==> src/rtl/mux8_rr_arbiter_pkg.sv <==
// Shared encodings and widths for the 8-way round-robin nibble arbiter.
package mux8_rr_arbiter_pkg;

    localparam int unsigned NREQ = 8;
    localparam int unsigned SELW = 3;
    localparam int unsigned DW   = 4;

    typedef enum logic {
        IDLE = 1'b0,
        BUSY = 1'b1
    } state_e;

endpackage

==> src/rtl/mux8_rr_arbiter_pick.sv <==
// rr_pick8: combinational round-robin picker; searches req & ~mask upward from start, wrapping mod 8.
module rr_pick8
    import mux8_rr_arbiter_pkg::*;
(
    input  logic [NREQ-1:0] req,
    input  logic [SELW-1:0] start,
    input  logic [NREQ-1:0] mask,
    output logic            found,
    output logic [SELW-1:0] idx
);

    logic [NREQ-1:0] eff;
    logic [SELW-1:0] cand;

    assign eff = req & ~mask;

    always_comb begin
        found = 1'b0;
        idx   = '0;
        cand  = '0;
        for (int unsigned i = 0; i < NREQ; i++) begin
            cand = start + SELW'(i);
            if (!found && eff[cand]) begin
                found = 1'b1;
                idx   = cand;
            end
        end
    end

endmodule

==> src/rtl/mux8_rr_arbiter.sv <==
// Round-robin arbiter sharing one 8:1 nibble select path; bursts capped at MAX_BEATS per grant.
module mux8_rr_arbiter
    import mux8_rr_arbiter_pkg::*;
#(
    parameter int unsigned MAX_BEATS = 4
) (
    input  logic            clk,
    input  logic            rst_n,
    input  logic [NREQ-1:0] req,
    input  logic [DW-1:0]   in0,
    input  logic [DW-1:0]   in1,
    input  logic [DW-1:0]   in2,
    input  logic [DW-1:0]   in3,
    input  logic [DW-1:0]   in4,
    input  logic [DW-1:0]   in5,
    input  logic [DW-1:0]   in6,
    input  logic [DW-1:0]   in7,
    input  logic            sink_ready,
    output logic [NREQ-1:0] grant,
    output logic [SELW-1:0] addr,
    output logic [DW-1:0]   dout,
    output logic            dout_valid,
    output logic            busy
);

    state_e          state_q, state_d;
    logic [NREQ-1:0] grant_q, grant_d;
    logic [SELW-1:0] addr_q, addr_d;
    logic [SELW-1:0] ptr_q, ptr_d;
    logic [3:0]      cnt_q, cnt_d;
    logic [DW-1:0]   dout_q, dout_d;
    logic            dv_q, dv_d;

    logic [DW-1:0]   sel;
    logic [SELW-1:0] pick_start;
    logic [NREQ-1:0] pick_mask;
    logic            pick_found;
    logic [SELW-1:0] pick_idx;
    logic            owner_req;
    logic            fire;
    logic            last_beat;

    always_comb begin
        case (addr_q)
            3'd0:    sel = in0;
            3'd1:    sel = in1;
            3'd2:    sel = in2;
            3'd3:    sel = in3;
            3'd4:    sel = in4;
            3'd5:    sel = in5;
            3'd6:    sel = in6;
            default: sel = in7;
        endcase
    end

    // One picker serves both idle arbitration (from ptr, no mask) and
    // same-cycle handover (from owner+1 with the owner masked; grant_q is its one-hot).
    assign pick_start = (state_q == BUSY) ? addr_q + SELW'(1) : ptr_q;
    assign pick_mask  = (state_q == BUSY) ? grant_q : '0;

    rr_pick8 u_pick (
        .req   (req),
        .start (pick_start),
        .mask  (pick_mask),
        .found (pick_found),
        .idx   (pick_idx)
    );

    assign owner_req = req[addr_q];
    assign fire      = (state_q == BUSY) && owner_req && sink_ready;
    assign last_beat = (cnt_q == 4'(MAX_BEATS - 1));

    always_comb begin
        state_d = state_q;
        grant_d = grant_q;
        addr_d  = addr_q;
        ptr_d   = ptr_q;
        cnt_d   = cnt_q;
        dout_d  = dout_q;
        dv_d    = 1'b0;
        case (state_q)
            IDLE: begin
                if (pick_found) begin
                    state_d = BUSY;
                    addr_d  = pick_idx;
                    grant_d = {{(NREQ-1){1'b0}}, 1'b1} << pick_idx;
                    cnt_d   = '0;
                end
            end
            default: begin
                if (fire) begin
                    dout_d = sel;
                    dv_d   = 1'b1;
                    cnt_d  = cnt_q + 4'd1;
                end
                if (!owner_req || (fire && last_beat)) begin
                    ptr_d = addr_q + SELW'(1);
                    cnt_d = '0;
                    if (pick_found) begin
                        addr_d  = pick_idx;
                        grant_d = {{(NREQ-1){1'b0}}, 1'b1} << pick_idx;
                    end else begin
                        state_d = IDLE;
                        grant_d = '0;
                    end
                end
            end
        endcase
    end

    always_ff @(posedge clk or negedge rst_n) begin
        if (!rst_n) begin
            state_q <= IDLE;
            grant_q <= '0;
            addr_q  <= '0;
            ptr_q   <= '0;
            cnt_q   <= '0;
            dout_q  <= '0;
            dv_q    <= 1'b0;
        end else begin
            state_q <= state_d;
            grant_q <= grant_d;
            addr_q  <= addr_d;
            ptr_q   <= ptr_d;
            cnt_q   <= cnt_d;
            dout_q  <= dout_d;
            dv_q    <= dv_d;
        end
    end

    assign grant      = grant_q;
    assign addr       = addr_q;
    assign dout       = dout_q;
    assign dout_valid = dv_q;
    assign busy       = (state_q == BUSY);

endmodule

==> config.mk <==
export PLATFORM = sky130hd
export DESIGN_NAME = mux8_rr_arbiter
export DESIGN_NICKNAME = d
export VERILOG_FILES = /design/src/rtl/mux8_rr_arbiter_pkg.sv /design/src/rtl/mux8_rr_arbiter_pick.sv /design/src/rtl/mux8_rr_arbiter.sv
export SDC_FILE = /design/constraint.sdc
export NUM_CORES = 1
export LEC_CHECK = 0
export CAP_MARGIN = 20
export CORE_MARGIN = 10
export CORE_UTILIZATION = 32
export CTS_CLUSTER_DIAMETER = 40
export DETAILED_ROUTE_END_ITERATION = 16
export DONT_BUFFER_PORTS = 1
export SLEW_MARGIN = 40
export SYNTH_ARGS = -nofsm -noshare
export SYNTH_HDL_FRONTEND = slang
export SYNTH_HIERARCHICAL = 1
export SYNTH_SLANG_ARGS = --single-unit
==> constraint.sdc <==
create_clock -name clk -period 10.45 [get_ports clk]
set_input_delay 2.09 -clock clk [delete_from_list [all_inputs] [get_ports clk]]
set_output_delay 2.09 -clock clk [all_outputs]
set_load 0.01 [all_outputs]
* After elaboration in Yosys (flattened, before gate mapping)
Index checks and enable logic that the tools add are counted.
Storage, ports and cells: bits in registers 24, latch bits 0, memory bits (writable) 0, ROM bits 0, input port bits 43, output and inout port bits 17, word-level logic and storage cells 115, memories 0
Operators by class: add/subtract/negate cells 9, multipliers 0, divide/modulo/power cells 0, order comparisons 9, eq/ne operators 9, shift-type cells 1, multiplexer cells 53, bitwise operators 2, reduce and logical (&&, ||, !) cells 25
Operator list (number):
- two-way mux 8 bit | 5
- < comparator 3 x 4 -> 1 bit, second input constant | 9
- two-way mux 3 bit | 12
- case mux 4 bit (7 select lines) | 1
- binary-select mux 1 bit (select 3 bit) | 9
- two-way mux 1 bit | 22
- two-way mux 4 bit | 4
- adder 3 bit, second input constant | 4
- logical AND 1 bit | 10
- equality test 3 bit, second input constant | 3
- AND 8 bit | 1
- zero test 1 bit | 8
- NOT 8 bit | 1
- AND reduction 2 bit | 4
- left shift 1 x 3 -> 8 bit, first input constant | 1
- adder 3 x 1 -> 3 bit, second input constant | 2
- adder 3 x 2 -> 3 bit, second input constant | 2
- equality test 3 x 2 -> 1 bit, second input constant | 2
- adder 4 x 1 -> 4 bit, second input constant | 1
- equality test 4 x 2 -> 1 bit, second input constant | 1
- equality test 3 x 1 -> 1 bit, second input constant | 1
- zero test 3 bit | 1
- inequality test 3 x 1 -> 1 bit, second input constant | 1
- inequality test 2 x 1 -> 1 bit, second input constant | 1
- other kinds (2) | 2

* Logic depth before layout (Yosys ltp)
depth in word-level cells 31, mapped depth 16, depth with buffers taken out 14

* Hierarchy
The synthesis kept the hierarchy.
Modules (own cells, without submodules):
- mux8_rr_arbiter | instances 1, cells each 142, area an instance 1595.3 um^2, seq. area each 600.6 um^2
- rr_pick8 | instances 1, cells each 134, area an instance 1039.7 um^2, seq. area each 0.0 um^2

* Least setup slack after synthesis
OpenSTA, ideal clock, no wires.
path kind input port to flip-flop, start point in req[0], end point reg cnt_q[1], arrival 4741 ps, required time 10328 ps, setup slack 5587 ps, stages on the path 9, cells stage by stage nor2b_1 > mux2_4 > mux4_2 > or4b_4 > or2_1 > nand3b_1 > or2_2 > and2_1 > a32o_1
On the way: cells in the longest elaborated chain, start to end 27, elaborated cells between the ends (all ways) 51, those cells by class eq/ne (1); mux (28); bitwise (1); reduce/logical (21)
Ends and longest elaborated chain:
- start, declared | RTL line mux8_rr_arbiter.sv:9 | input logic [NREQ-1:0] req,
- AND 8 bit * | RTL line mux8_rr_arbiter_pick.sv:15 | assign eff = req & ~mask;
- binary-select mux 1 bit (select 3 bit) | RTL line mux8_rr_arbiter_pick.sv:23 | if (!found && eff[cand]) begin
- two-way mux 1 bit (not written as such) | RTL line mux8_rr_arbiter_pick.sv:23
- two-way mux 1 bit | RTL line mux8_rr_arbiter_pick.sv:23
- zero test 1 bit | RTL line mux8_rr_arbiter_pick.sv:23
- logical AND 1 bit | RTL line mux8_rr_arbiter_pick.sv:23
- two-way mux 1 bit | RTL line mux8_rr_arbiter_pick.sv:23
- zero test 1 bit | RTL line mux8_rr_arbiter_pick.sv:23
- [12 not listed]
- logical AND 1 bit | RTL line mux8_rr_arbiter_pick.sv:23
- two-way mux 1 bit | RTL line mux8_rr_arbiter_pick.sv:23
- zero test 1 bit | RTL line mux8_rr_arbiter_pick.sv:23
- logical AND 1 bit | RTL line mux8_rr_arbiter_pick.sv:23
- two-way mux 1 bit * | RTL line mux8_rr_arbiter_pick.sv:23
- net pick_found | RTL line mux8_rr_arbiter.sv:37 | logic pick_found;
- nonzero test 2 bit (no line) *
- AND reduction 2 bit (no line) *
- end signal, assigned | RTL line mux8_rr_arbiter.sv:125 | cnt_q <= cnt_d;
- end, declared | RTL line mux8_rr_arbiter.sv:30 | logic [3:0] cnt_q, cnt_d;
Mark *: on every way through the listed nets, which the timed path passes. The rest lies on a longest branch. The select of a mux whose other input is x is not followed. A chain may end at the register's enable or synchronous reset.

* Worst setup path after layout
start point reg addr_q[0] (netlist: addr[0]), end point reg cnt_q[1]
On the way: cells in the longest elaborated chain, start to end 28, elaborated cells between the ends (all ways) 59, those cells by class add/sub (8); eq/ne (1); mux (29); reduce/logical (21)
Ends and longest elaborated chain:
- start, declared | RTL line mux8_rr_arbiter.sv:28 | logic [SELW-1:0] addr_q, addr_d;
- start signal, assigned | RTL line mux8_rr_arbiter.sv:123 | addr_q <= addr_d;
- adder 3 x 1 -> 3 bit * | RTL line mux8_rr_arbiter.sv:58 | assign pick_start = (state_q == BUSY) ? addr_q + SELW'(1) : ptr_q;
- two-way mux 3 bit * | RTL line mux8_rr_arbiter.sv:58
- net pick_start[1] | RTL line mux8_rr_arbiter.sv:35 | logic [SELW-1:0] pick_start;
- parallel branches: the longest is 23 deep, another holds adder 3 x 1 -> 3 bit
- two-way mux 1 bit * | RTL line mux8_rr_arbiter_pick.sv:23
- net pick_found | RTL line mux8_rr_arbiter.sv:37
- nonzero test 2 bit (no line) *
- AND reduction 2 bit (no line) *
Mark *: on every way through the listed nets, which the timed path passes. The select of a mux whose other input is x is not followed.

==> results.md <==
Global routing:
- The met1 layer usage reported by global route is 13.7%.
- The largest net degree at the start of global routing is 25.
- For this run the aggregate overflow at the end of global routing stands at 0.
- After global routing, the most crowded layer is met2.
- The initial antenna violation count is 0.
- The overall fraction of global-route tracks in use is 11.4%.
- For this run, global-route usage on met2 was measured as 19.9%.
- The first global-routing pass estimated 12.0 mm of wire.
- The met3 track demand over resource in global routing is 2.87%.
- The number of global-route vias before repair is 2230.

Floorplan:
- The number of ports placed on the die boundary is 60.
- The horizontal extent of the die is 111 um.
- The initial standard-cell utilization of the core is 32.4%.
- In this run the standard cell core region covers 8130 sq um.
- The number of placement rows is 33.
- The area of the die is 12300 sq um.
- The floorplan die height is 111 um.

Yosys:
- sky130_fd_sc_hd__dfrtp_1 takes more of the synthesized area than any other cell.
- The top cell type's share of synthesized area is 22.8%.
- The top flip-flop cell by instance count after synthesis is sky130_fd_sc_hd__dfrtp_1.
- The number of synthesized register bits is 24.
- Sequential elements use 22.8% of the synthesized area.
- Of all flip-flops after synthesis, the portion carrying an async set or reset was 100%.
- The Yosys warning count is 6.
- The mean instance size in the synthesized netlist is 9.55 sq um.
- The netlist area before placement is 2640 sq um.
- Sorting the synthesized cells by area gives the leading types as sky130_fd_sc_hd__dfrtp_1 23%, sky130_fd_sc_hd__mux2_2 9.8%, sky130_fd_sc_hd__mux2i_1 6.1%.
- Counting every instance in the synthesized netlist gives 276.
- The synthesized netlist net count is 327.
- The number of flops mapped to enable cells by yosys is 0.
- Synthesis instantiated 61 different standard cells from the library.

STA:
- The number of hold-slack violations in the final timing report is 0.
- The maximum clock frequency is 193 MHz.
- The slew at the pin with the worst max-slew slack is 0.779 ns.
- Setup repair after global routing left no endpoint under its margin.
- The final count of pins violating max slew is 0.
- The total negative slack for setup checks is 0 ns.
- The worst pin sits at a relative slew slack of 47.8%.
- Dividing the final minimum period by the clock period gives 49.7%.
- The final number of setup-violating endpoints is 0.
- After layout, the minimum clock period comes to 5.19 ns.
- Between clock sinks in the finished design, the worst skew comes to 0.00219 ns.

Route:
- The final layout contains routed wiring with a total length of 7.62 mm.
- After the first detailed-routing iteration, the DRC count stood at 107.
- The detail route stage leaves a number of antenna-violating nets equal to 0.
- After detailed routing, the average wire length per cell comes to 20.4 um.
- The total via count in the routed design is 2222.
- The first-pass iteration count of the detailed router is 5.
- The number of vias per cell after detailed routing is 5.96.
- The number of DRC violations after detailed routing is 0.

Place:
- The HPWL after detailed placement is 6.05 mm.
- Input and output buffers added on the ports amount to 0.
- The global placement routability congestion is 0.917.

Setup path:
- STA puts the critical path data arrival time at 5.35 ns.
- The slack of the worst reg-to-reg path is 5.26 ns.
- In this run the critical register-to-register path is captured at cnt_q[1]$_DFFE_PN0P_.
- The type of element capturing the critical path is a flop.
- The worst setup path is launched from a flop.
- The critical path start-end classification is reg -> reg.
- The most critical setup path has its startpoint at addr[0]$_DFFE_PN0P_.
- The worst flop-to-flop path startpoint is addr[0]$_DFFE_PN0P_.
- For the worst flop-to-flop path, the logic depth is 13.
- The worst endpoint required time is 10.61 ns.
- Of all nets on the critical path, the largest fanout is 20.

Clock tree:
- Clock-pin slew was measured on the worst setup and hold paths at 0.08 ns.
- In this run, CTS created clock tree buffers numbering 3.
- In this run the clock root is driven by a sky130_fd_sc_hd__clkbuf_8.
- The insertion delay to the later sink of the worst-skew pair is 0.26 ns.
- The clock net in this run drives a total of 24 sinks.
- CTS built an H-tree with a depth of 1.
- The clock passes through at most 2 buffers.
- The hold-fix buffer count after cts is 0.
- TritonCTS built the clock tree.
- Once the clock tree was built, the resizer swapped 0 gates to a different size.
- The post-CTS setup buffer count is 0.

Flow run:
- Across the run, the number of max-cap violations was 0.

Cells and area:
- Cells with a size suffix above 1 make up 19.0% of the layout.
- The layout overhead on the synthesized area is 4.13%.
- The number of antenna diodes in the final layout is 0.
- At the end of the flow the core is filled with cells to 33.7%.
- The number of nets in the final layout is 321.
- Leaving out fill and tap cells, the most frequent cells in the layout are 23 x sky130_fd_sc_hd__mux2_2, 23 x sky130_fd_sc_hd__dfrtp_1, 18 x sky130_fd_sc_hd__nor2_1, 16 x sky130_fd_sc_hd__mux2i_1, 16 x sky130_fd_sc_hd__nand2_1.

Hold path:
- The worst hold path begins at ptr_q[1]$_DFFE_PN0P_.
- Counting instances, the worst hold path has a depth of 1.
- The class of the worst hold path is reg -> reg.
- The worst hold endpoint is ptr_q[1]$_DFFE_PN0P_.

Status:
- The flow ran to the end, and the final reports show no timing, DRC or antenna violations.
## routing by layer
metal  up-vias  wire length, um
li1       1051                -
met1      1077             3230
met2        88             3810
met3         6              535
met4         0               51
met5         -                0
## registers in the layout, summed over array words and instances, names as in the netlist
signal,cells
cnt_q,4
dout_valid,1
addr,3
grant,8
busy,1
ptr_q,3
dout,4
## cell families (layout without fill, tap and decap cells)
kind of cell / after synthesis / in the layout / synth area share [%]
xor+xnor: 3 / 3 / 0.997
flops: 24 / 24 / 22.8
fa+ha+maj: 8 / 8 / 3.80
mux: 50 / 50 / 24.7
compound gates: 74 / 74 / 22.1
buf+inv: 23 / 15 / 5.18
simple gates: 94 / 94 / 20.4
## metrics by stage
stage | area, sq um | instances | hold WS (ns) | setup slack [ns]
finish | 2740 | 373 | 0.514 | 5.26
global route | 2740 | 373 | 0.535 | 4.87
CTS | 2740 | 373 | 0.513 | 5.20
detailed placement | 2690 | 370 | 0.494 | 5.23
global placement | 2690 | 370 | 0.490 | 5.36
floorplan | 2640 | 276 | 0.475 | 5.59
## worst max-delay path by stage
stage | end | slack, ns | cells after the start
2_1_floorplan | cnt_q[1]$_DFFE_PN0P_ | 5.59 | 9
3_3_place_gp | cnt_q[1]$_DFFE_PN0P_ | 5.36 | 12
3_5_place_dp | cnt_q[1]$_DFFE_PN0P_ | 5.23 | 12
4_1_cts | cnt_q[1]$_DFFE_PN0P_ | 5.20 | 12
5_1_grt | cnt_q[1]$_DFFE_PN0P_ | 4.87 | 13
6_report | cnt_q[1]$_DFFE_PN0P_ | 5.26 | 13
## critical path: stages (launching register included)
cell                       delay, ns
sky130_fd_sc_hd__dfrtp_1        0.70
sky130_fd_sc_hd__inv_1          0.14
sky130_fd_sc_hd__ha_1           0.33
sky130_fd_sc_hd__mux2_2         0.38
sky130_fd_sc_hd__clkinv_1       0.31
sky130_fd_sc_hd__ha_1           0.30
sky130_fd_sc_hd__xnor2_1        0.43
sky130_fd_sc_hd__mux4_2         0.61
sky130_fd_sc_hd__or4b_4         0.53
sky130_fd_sc_hd__or2_1          0.26
sky130_fd_sc_hd__nand3b_1       0.31
sky130_fd_sc_hd__or2_2          0.38
sky130_fd_sc_hd__and2_1         0.16
sky130_fd_sc_hd__a32o_1         0.24
## final cells by class
class	instances	area [sq um]
clock buffer	3	41.3
fill	830	5390
inverter	9	41.3
multi-input combinational	229	1910
sequential	24	602
tap	105	131
timing repair buffer	3	22.5
## cells in the mapped netlist, drive strengths merged (3+ instances only)
master  count
a211oi      7
a21oi      14
a221oi      3
a222oi      3
a22o        7
a22oi       4
a32o        7
and2       12
buf         7
clkbuf      7
dfrtp      24
ha          8
inv         8
mux2       25
mux2i      17
mux4        8
nand2      16
nand2b     10
nand3       4
nor2       18
nor2b      11
nor3        4
nor3b       5
o21ai       9
o31ai       4
Power is left out: the tool's default activity adds up to more than one toggle a clock period on the data nets, which glitch-free logic cannot reach.
